===== config.mk =====
export PLATFORM = sky130hd
export DESIGN_NAME = config_loader
export DESIGN_NICKNAME = d
export VERILOG_FILES = /design/src/rtl/config_loader.sv
export SDC_FILE = /design/constraint.sdc
export NUM_CORES = 1
export LEC_CHECK = 0
export CAP_MARGIN = 20
export CORE_MARGIN = 5
export CORE_UTILIZATION = 53
export DETAILED_ROUTE_END_ITERATION = 10
export GPL_TIMING_DRIVEN = 0
export PLACE_DENSITY = 0.79
export REMOVE_ABC_BUFFERS = 1
export SLEW_MARGIN = 30
export SYNTH_ARGS = -nofsm -noshare
export SYNTH_HDL_FRONTEND = slang
export SYNTH_SLANG_ARGS = --single-unit

===== constraint.sdc =====
create_clock -name clock -period 3.2 [get_ports clock]
set_clock_uncertainty 0.05 [all_clocks]
set_input_delay 0.96 -clock clock [delete_from_list [all_inputs] [get_ports clock]]
set_output_delay 0.96 -clock clock [all_outputs]
set_load 0.01 [all_outputs]

===== src/rtl/config_loader.sv =====
// Serial configuration chain loader: takes parallel words over valid/ready
// and shifts exactly CHAIN_LENGTH bits into the fabric config chain, LSB first.
module config_loader #(
    parameter int CHAIN_LENGTH = 2304,
    parameter int WORD_WIDTH   = 32,
    parameter int CLEAR_CYCLES = 2
) (
    input  logic                  clock,
    input  logic                  nreset,
    input  logic                  start,
    input  logic                  clear_first,
    input  logic                  abort,
    input  logic [WORD_WIDTH-1:0] word_data,
    input  logic                  word_valid,
    output logic                  word_ready,
    output logic                  config_in,
    output logic                  config_enable,
    output logic                  config_nreset,
    output logic                  busy,
    output logic                  done,
    output logic                  aborted
);

    localparam int CW = $clog2(CHAIN_LENGTH + 1);
    localparam int IW = (WORD_WIDTH > 1) ? $clog2(WORD_WIDTH) : 1;
    localparam int KW = (CLEAR_CYCLES > 1) ? $clog2(CLEAR_CYCLES + 1) : 1;

    typedef enum logic [1:0] {
        S_IDLE,
        S_CLEAR,
        S_SHIFT,
        S_DONE
    } state_t;

    state_t                state_q, state_d;
    logic [CW-1:0]         bits_left_q;
    logic [WORD_WIDTH-1:0] buf_q;
    logic                  buf_full_q;
    logic [IW-1:0]         bit_idx_q;
    logic [KW-1:0]         clr_cnt_q;
    logic                  aborted_q;

    logic launch, kill, accept, shift_en, last_bit, clr_last, word_end;

    assign launch   = start && (state_q == S_IDLE || state_q == S_DONE);
    assign kill     = abort && (state_q == S_CLEAR || state_q == S_SHIFT);
    assign accept   = word_valid && word_ready;
    assign shift_en = (state_q == S_SHIFT) && buf_full_q;
    assign last_bit = shift_en && (bits_left_q == CW'(1));
    assign clr_last = (state_q == S_CLEAR) && (clr_cnt_q == KW'(CLEAR_CYCLES - 1));
    assign word_end = bit_idx_q == IW'(WORD_WIDTH - 1);
    assign aborted  = aborted_q;

    always_ff @(posedge clock or negedge nreset) begin
        if (!nreset) begin
            state_q <= S_IDLE;
        end else begin
            state_q <= state_d;
        end
    end

    always_comb begin
        state_d       = state_q;
        word_ready    = 1'b0;
        config_in     = 1'b0;
        config_enable = 1'b0;
        config_nreset = 1'b1;
        busy          = 1'b0;
        done          = 1'b0;
        unique case (state_q)
            S_IDLE, S_DONE: begin
                done = (state_q == S_DONE);
                if (start) begin
                    state_d = clear_first ? S_CLEAR : S_SHIFT;
                end
            end
            S_CLEAR: begin
                busy          = 1'b1;
                config_nreset = 1'b0;
                if (abort) begin
                    state_d = S_IDLE;
                end else if (clr_last) begin
                    state_d = S_SHIFT;
                end
            end
            S_SHIFT: begin
                busy          = 1'b1;
                word_ready    = !buf_full_q && (bits_left_q != '0);
                config_enable = buf_full_q;
                config_in     = buf_full_q && buf_q[bit_idx_q];
                if (abort) begin
                    state_d = S_IDLE;
                end else if (last_bit) begin
                    state_d = S_DONE;
                end
            end
            default: state_d = S_IDLE;
        endcase
    end

    // Accept and shift are exclusive: word_ready requires an empty buffer.
    always_ff @(posedge clock or negedge nreset) begin
        if (!nreset) begin
            bits_left_q <= '0;
            buf_q       <= '0;
            buf_full_q  <= 1'b0;
            bit_idx_q   <= '0;
            clr_cnt_q   <= '0;
            aborted_q   <= 1'b0;
        end else if (launch) begin
            bits_left_q <= CW'(CHAIN_LENGTH);
            buf_full_q  <= 1'b0;
            bit_idx_q   <= '0;
            clr_cnt_q   <= '0;
            aborted_q   <= 1'b0;
        end else if (kill) begin
            buf_full_q <= 1'b0;
            bit_idx_q  <= '0;
            aborted_q  <= 1'b1;
        end else begin
            if (state_q == S_CLEAR) begin
                clr_cnt_q <= clr_cnt_q + 1'b1;
            end
            if (accept) begin
                buf_q      <= word_data;
                buf_full_q <= 1'b1;
                bit_idx_q  <= '0;
            end else if (shift_en) begin
                bits_left_q <= bits_left_q - 1'b1;
                bit_idx_q   <= bit_idx_q + 1'b1;
                if (word_end || bits_left_q == CW'(1)) begin
                    buf_full_q <= 1'b0;
                end
            end
        end
    end

endmodule


* Word level (Yosys, flattened, before mapping)
Index checks and enable logic that the tools add are counted.
** Word-level totals
- Flip-flop bits (word level) :: 55
- Input port bits :: 38
- Output and inout port bits :: 7
** Cells by class
- Add/sub/neg operators :: 3
- Magnitude comparators :: 1
- Equality and inequality tests :: 11
- Multiplexer cells :: 33
- Bitwise logic cells :: 2
- Reduce and logical (&&, ||, !) cells :: 26
** Operators by type and width (number)
- 2-to-1 mux 12 bit :: 4
- 2-to-1 mux 5 bit :: 4
- 2-to-1 mux 2 bit :: 9
- 2-to-1 mux 1 bit :: 14
- == test 12 x 1 -> 1 bit (second input constant) :: 1
- nonzero test 12 bit :: 1
- subtractor 12 x 1 -> 12 bit (second input constant) :: 1
- AND reduction 3 bit :: 3
- logical AND 1 bit :: 8
- nonzero test 4 bit :: 2
- < comparator 5 x 6 -> 1 bit (second input constant) :: 1
- inequality test 2 bit (second input constant) :: 3
- inequality test 3 bit (second input constant) :: 2
- case mux 2 bit (3 select lines) :: 1
- nonzero test 2 bit :: 3
- adder 5 x 1 -> 5 bit (second input constant) :: 1
- binary-select mux 1 bit (select 5 bit) :: 1
- == test 5 bit (second input constant) :: 1
- == test 2 x 1 -> 1 bit (second input constant) :: 2
- == test 2 bit (second input constant) :: 2
- AND reduction 2 bit :: 2
- OR reduction 2 bit :: 2
- logical OR 1 bit :: 3
- adder 2 x 1 -> 2 bit (second input constant) :: 1
- other kinds (3) :: 4

* Logic depth before layout (Yosys ltp)
- Depth in word-level cells :: 7
- Gate-level depth with buffers :: 8
- Mapped depth without buffers :: 7

* Least setup slack after synthesis
No wires, ideal clock.
- Path kind :: flip-flop to output port
- Start :: reg bit_idx_q[0]
- End :: out config_in
- Arrival time :: 1.803 ns
- Required time :: 2.190 ns
- Path slack :: 0.387 ns
- Cell stages (with the launch flop) :: 6
- Buffers on the path :: 1
- Path through :: dfrtp_1 -> buf_2 -> mux4_2 -> mux4_2 -> o22ai_1 -> nor3_1
** On the way
- Longest elaborated chain between the ends :: 4
** Ends and longest elaborated chain
- from (decl) :: line 39 : logic [IW-1:0] bit_idx_q;
- from (signal assigned) :: line 130 : bit_idx_q <= bit_idx_q + 1'b1;
- binary-select mux 1 bit (select 5 bit) :: line 90 : config_in = buf_full_q && buf_q[bit_idx_q];
- 2-to-1 mux 1 bit (not written as such) :: line 90
- logical AND 1 bit :: line 90
- 2-to-1 mux 1 bit :: line 70 : unique case (state_q)
- to (decl) :: line 16 : output logic config_in,
No other way between the ends. The select of a mux whose other input is x is not followed.

* Worst setup path after layout
Ends and elaborated chain as after synthesis.

==> impl_results.md <==
- Outcome: finished with violations
- Failing checks: negative setup slack
- Fin crit period: 3200 ps
- Nets: 325
- Max Cap Viol: 0
- Antenna Violating Nets Remaining: 0
- First-pass GRT wire length: roughly 9.6 mm
- Bufs and invs on worst path: 1
- Final WL: 5.51 mm
- CP max-delay cell: mux4_2
- Io pins: 45
- PD cells: around 850 nW/um^2
- WL met1: 2.50 mm
- Syn Area/Cell: 12.2 sq um
- CP required: between 2000 and 2500 ps
- Met3 Wirelength: 273 um
- Worst path cell trace: mux4_2 -> mux4_2 -> o22ai_2 -> nor3_1 -> buf_2
- Hold WS: 434 ps
- Fin. max-slew vios: 0
- Count of cell types in the netlist: between 40 and 50
- Overflow after GRT: 0
- Worst R2R Setup Slack: 570 ps
- Remaining routing DRC violations: 0
- Port buffer count: 44
- Seq/Total Area, Yosys: 48.8%
- Clock sinks: 55
- Delay-heaviest family, CP: multiplexers
- Setup slack after layout: -0.0828 ps
- Worst R2R Path Depth: 8
- Crit. End Element: output port
- Via Count: 1,948
- CP max FO: 5
- Share of Yosys cell area claimed by the top area cell type: 48.8%
- Slew @ Worst Pin: 628 ps
- RSZ-0062 raised after global routing: yes
- Final number of setup-violating endpoints: 1
- Vias per Instance: 5.58
- CTS tree: done
- Combinational family with the most area after synthesis: multiplexers
- Dpl ws: -376 ps
- Async set-reset flop share out of synthesis: 100%
- Placed inst area: between 3000 and 4000 sq um
- XOR/XNOR share of the synthesized area: approximately 2.5%
- Num CTS Buffers: 5
- CTS Root Cell: clkbuf_8
- Placer Congestion: roughly 0.78
- Die Ht: 83.0 um
- Worst-skew pair later-pin latency: 310 ps
- Max H-tree Level: 2
- Dpl hpwl: 4.14 mm
- Largest cells by area after synthesis: dfrtp_1 49%, mux2_2 14%, mux4_2 7.2%
- Share of cells above drive strength 1: 24.7%
- Die Wd: ~83 um
- Synth Area in Compound Gates: a little under 7%
- Routed wl met2: 2.68 mm
- Area delta synth->final: 22.7%
- Vias in the first global route: 2,015
- Syn Inst Count: 231
- Initial antenna violation count: 0
- Top-count cell post-synth: dfrtp_1
- Die Footprint: 6890 sq um
- Post-synthesis mux area share: 21.5%
- Max_slew headroom: 58.1%
- Most frequent cells after synthesis: 55 x dfrtp_1, 34 x mux2_2, 16 x nor2_1
- Highest metal used: met4
- Synthesized area: 2820 sq um
- Tcrit/Tclk final: 100%
- Worst-path clk slew: ~100 ps
- Peak VDD IR: ~0.52 mV
- Yosys reg bits: 55
- ANT cells: 0
- Bufs on Longest Clock Path: 2
- Leakage: 0.00143 uW
- Pwr Total: 2930 uW
- Fmax achieved: around 310 MHz
- Synth Flop Type: dfrtp_1
- YS warnings: 0
- Tightest Hold Check Type: primary input to asynchronous set/reset pin
- Synth area leader: dfrtp_1
- Pre-Repair DR Iteration Count: 4
- Fillers: 417
- Post-Synth Adder-Cell Area: 3.99%
- RR Endpoint: buf_q[12]$_DFFE_PN0P_
- Starting Density: 54.9%
- Core Area: 5140 sq um
- Worst R2R Start: state_q[0]$_DFFE_PN0P_
- CP startpoint kind: flip-flop
- Kind of critical path: flip-flop to output port
- Final Hold Fails: 0
- GRT Util Overall: ~17%
- CP arrival: 2190 ps
- Max stage delay on crit path: 510 ps
- Drt wl/cell: 15.8 um
- Design area: 3460 sq um
- Most used cell, CP: mux4_2
- Number of DRC markers in iteration 0: 73
- Standard-cell row count: 26
- Post-synthesis simple-gate area fraction: 12.8%
- Largest net degree at the start of global routing: 44
- Number of synthesized flops with an enable pin: 0
## registers in the layout (all words and copies together) (netlist names)
signal       count
buf_q           32
bits_left_q     12
bit_idx_q        5
clr_cnt_q        2
state_q          2
aborted          1
buf_full_q       1
## power breakdown
part / switching [uW] / internal, uW / total [uW]
logic: 620 / 727 / 1350
registers: 210 / 999 / 1210
clock network: 223 / 150 / 373
## metrics by stage
stage,instances,setup TNS [ps],util [%]
2_1_floorplan,222,0,-
3_3_place_gp,336,-57140,63.9
3_5_place_dp,340,-6740,64.9
4_1_cts,349,-8.23,67.4
5_1_grt,349,-156,67.4
6_report,349,-0.0828,67.4
## area by class of cell
| cell class | count | area (sq um) | share of cell area, % |
|---|---|---|---|
| sequential | 55 | 1380 | 39.9 |
| multi-input combinational | 156 | 1360 | 39.3 |
| timing repair buffer | 49 | 507 | 14.6 |
| tap | 70 | 87.6 | 2.53 |
| clock buffer | 5 | 68.8 | 1.99 |
| inverter | 11 | 41.3 | 1.19 |
| clock inverter | 3 | 15.0 | 0.434 |
## worst max-delay path by stage
stage / slack [ps] / end / depth (start not counted) / from
after floorplan: 320 / config_in / 4 / bit_idx_q[0]$_DFFE_PN0P_
after global placement: -790 / buf_q[7]$_DFFE_PN0P_ / 5 / start
after detailed placement: -380 / config_in / 5 / bit_idx_q[0]$_DFFE_PN0P_
after CTS: -8 / config_in / 5 / bit_idx_q[0]$_DFFE_PN0P_
after global routing: -80 / config_in / 5 / bit_idx_q[0]$_DFFE_PN0P_
final: -0.08 / config_in / 5 / bit_idx_q[0]$_DFFE_PN0P_
## layout by cell type (no fill, tap or decap), types with 2 or more instances in the layout
cell type,instances
a211oi_1,3
a21oi_1,12
and4_1,2
buf_12,2
buf_6,3
clkbuf_8,5
clkdlybuf4s50_1,42
clkinv_2,3
dfrtp_1,53
ha_1,9
inv_1,10
mux2_2,34
mux2i_1,2
mux4_2,9
nand2_1,11
nand2b_1,4
nand3_1,3
nand3b_1,2
nand4_1,2
nor2_1,16
nor3_1,3
nor3b_1,2
nor4_2,2
o21ai_0,5
o31ai_1,2
o41ai_1,2
or3_1,4
or4_1,2
xnor2_1,5
xor2_1,3
## cell families (layout without fill, tap and decap cells)
logic type,count (synthesis),after routing
xor gates and xnor gates,8,8
and+or+nand+nor,63,63
adders and majority gates,9,9
muxes,45,45
DFF,55,55
AOI/OAI and AO/OA,31,31
buffers and inverters,20,68
## timing repair
item	CTS	global route
buffers inserted	1	0
endpoints found under the setup margin	11	2
gates resized for setup	12	0
hold buffers	0	0
pin swaps	0	0
hold endpoints to repair	0	0
## routing by layer
metal	vias to the layer above	track usage (%)
met3	6	4.85
met2	49	26.8
met5	-	0
met1	956	22.2
li1	937	-
met4	0	4.61
Note: power is estimated with default switching activity, not from simulation.
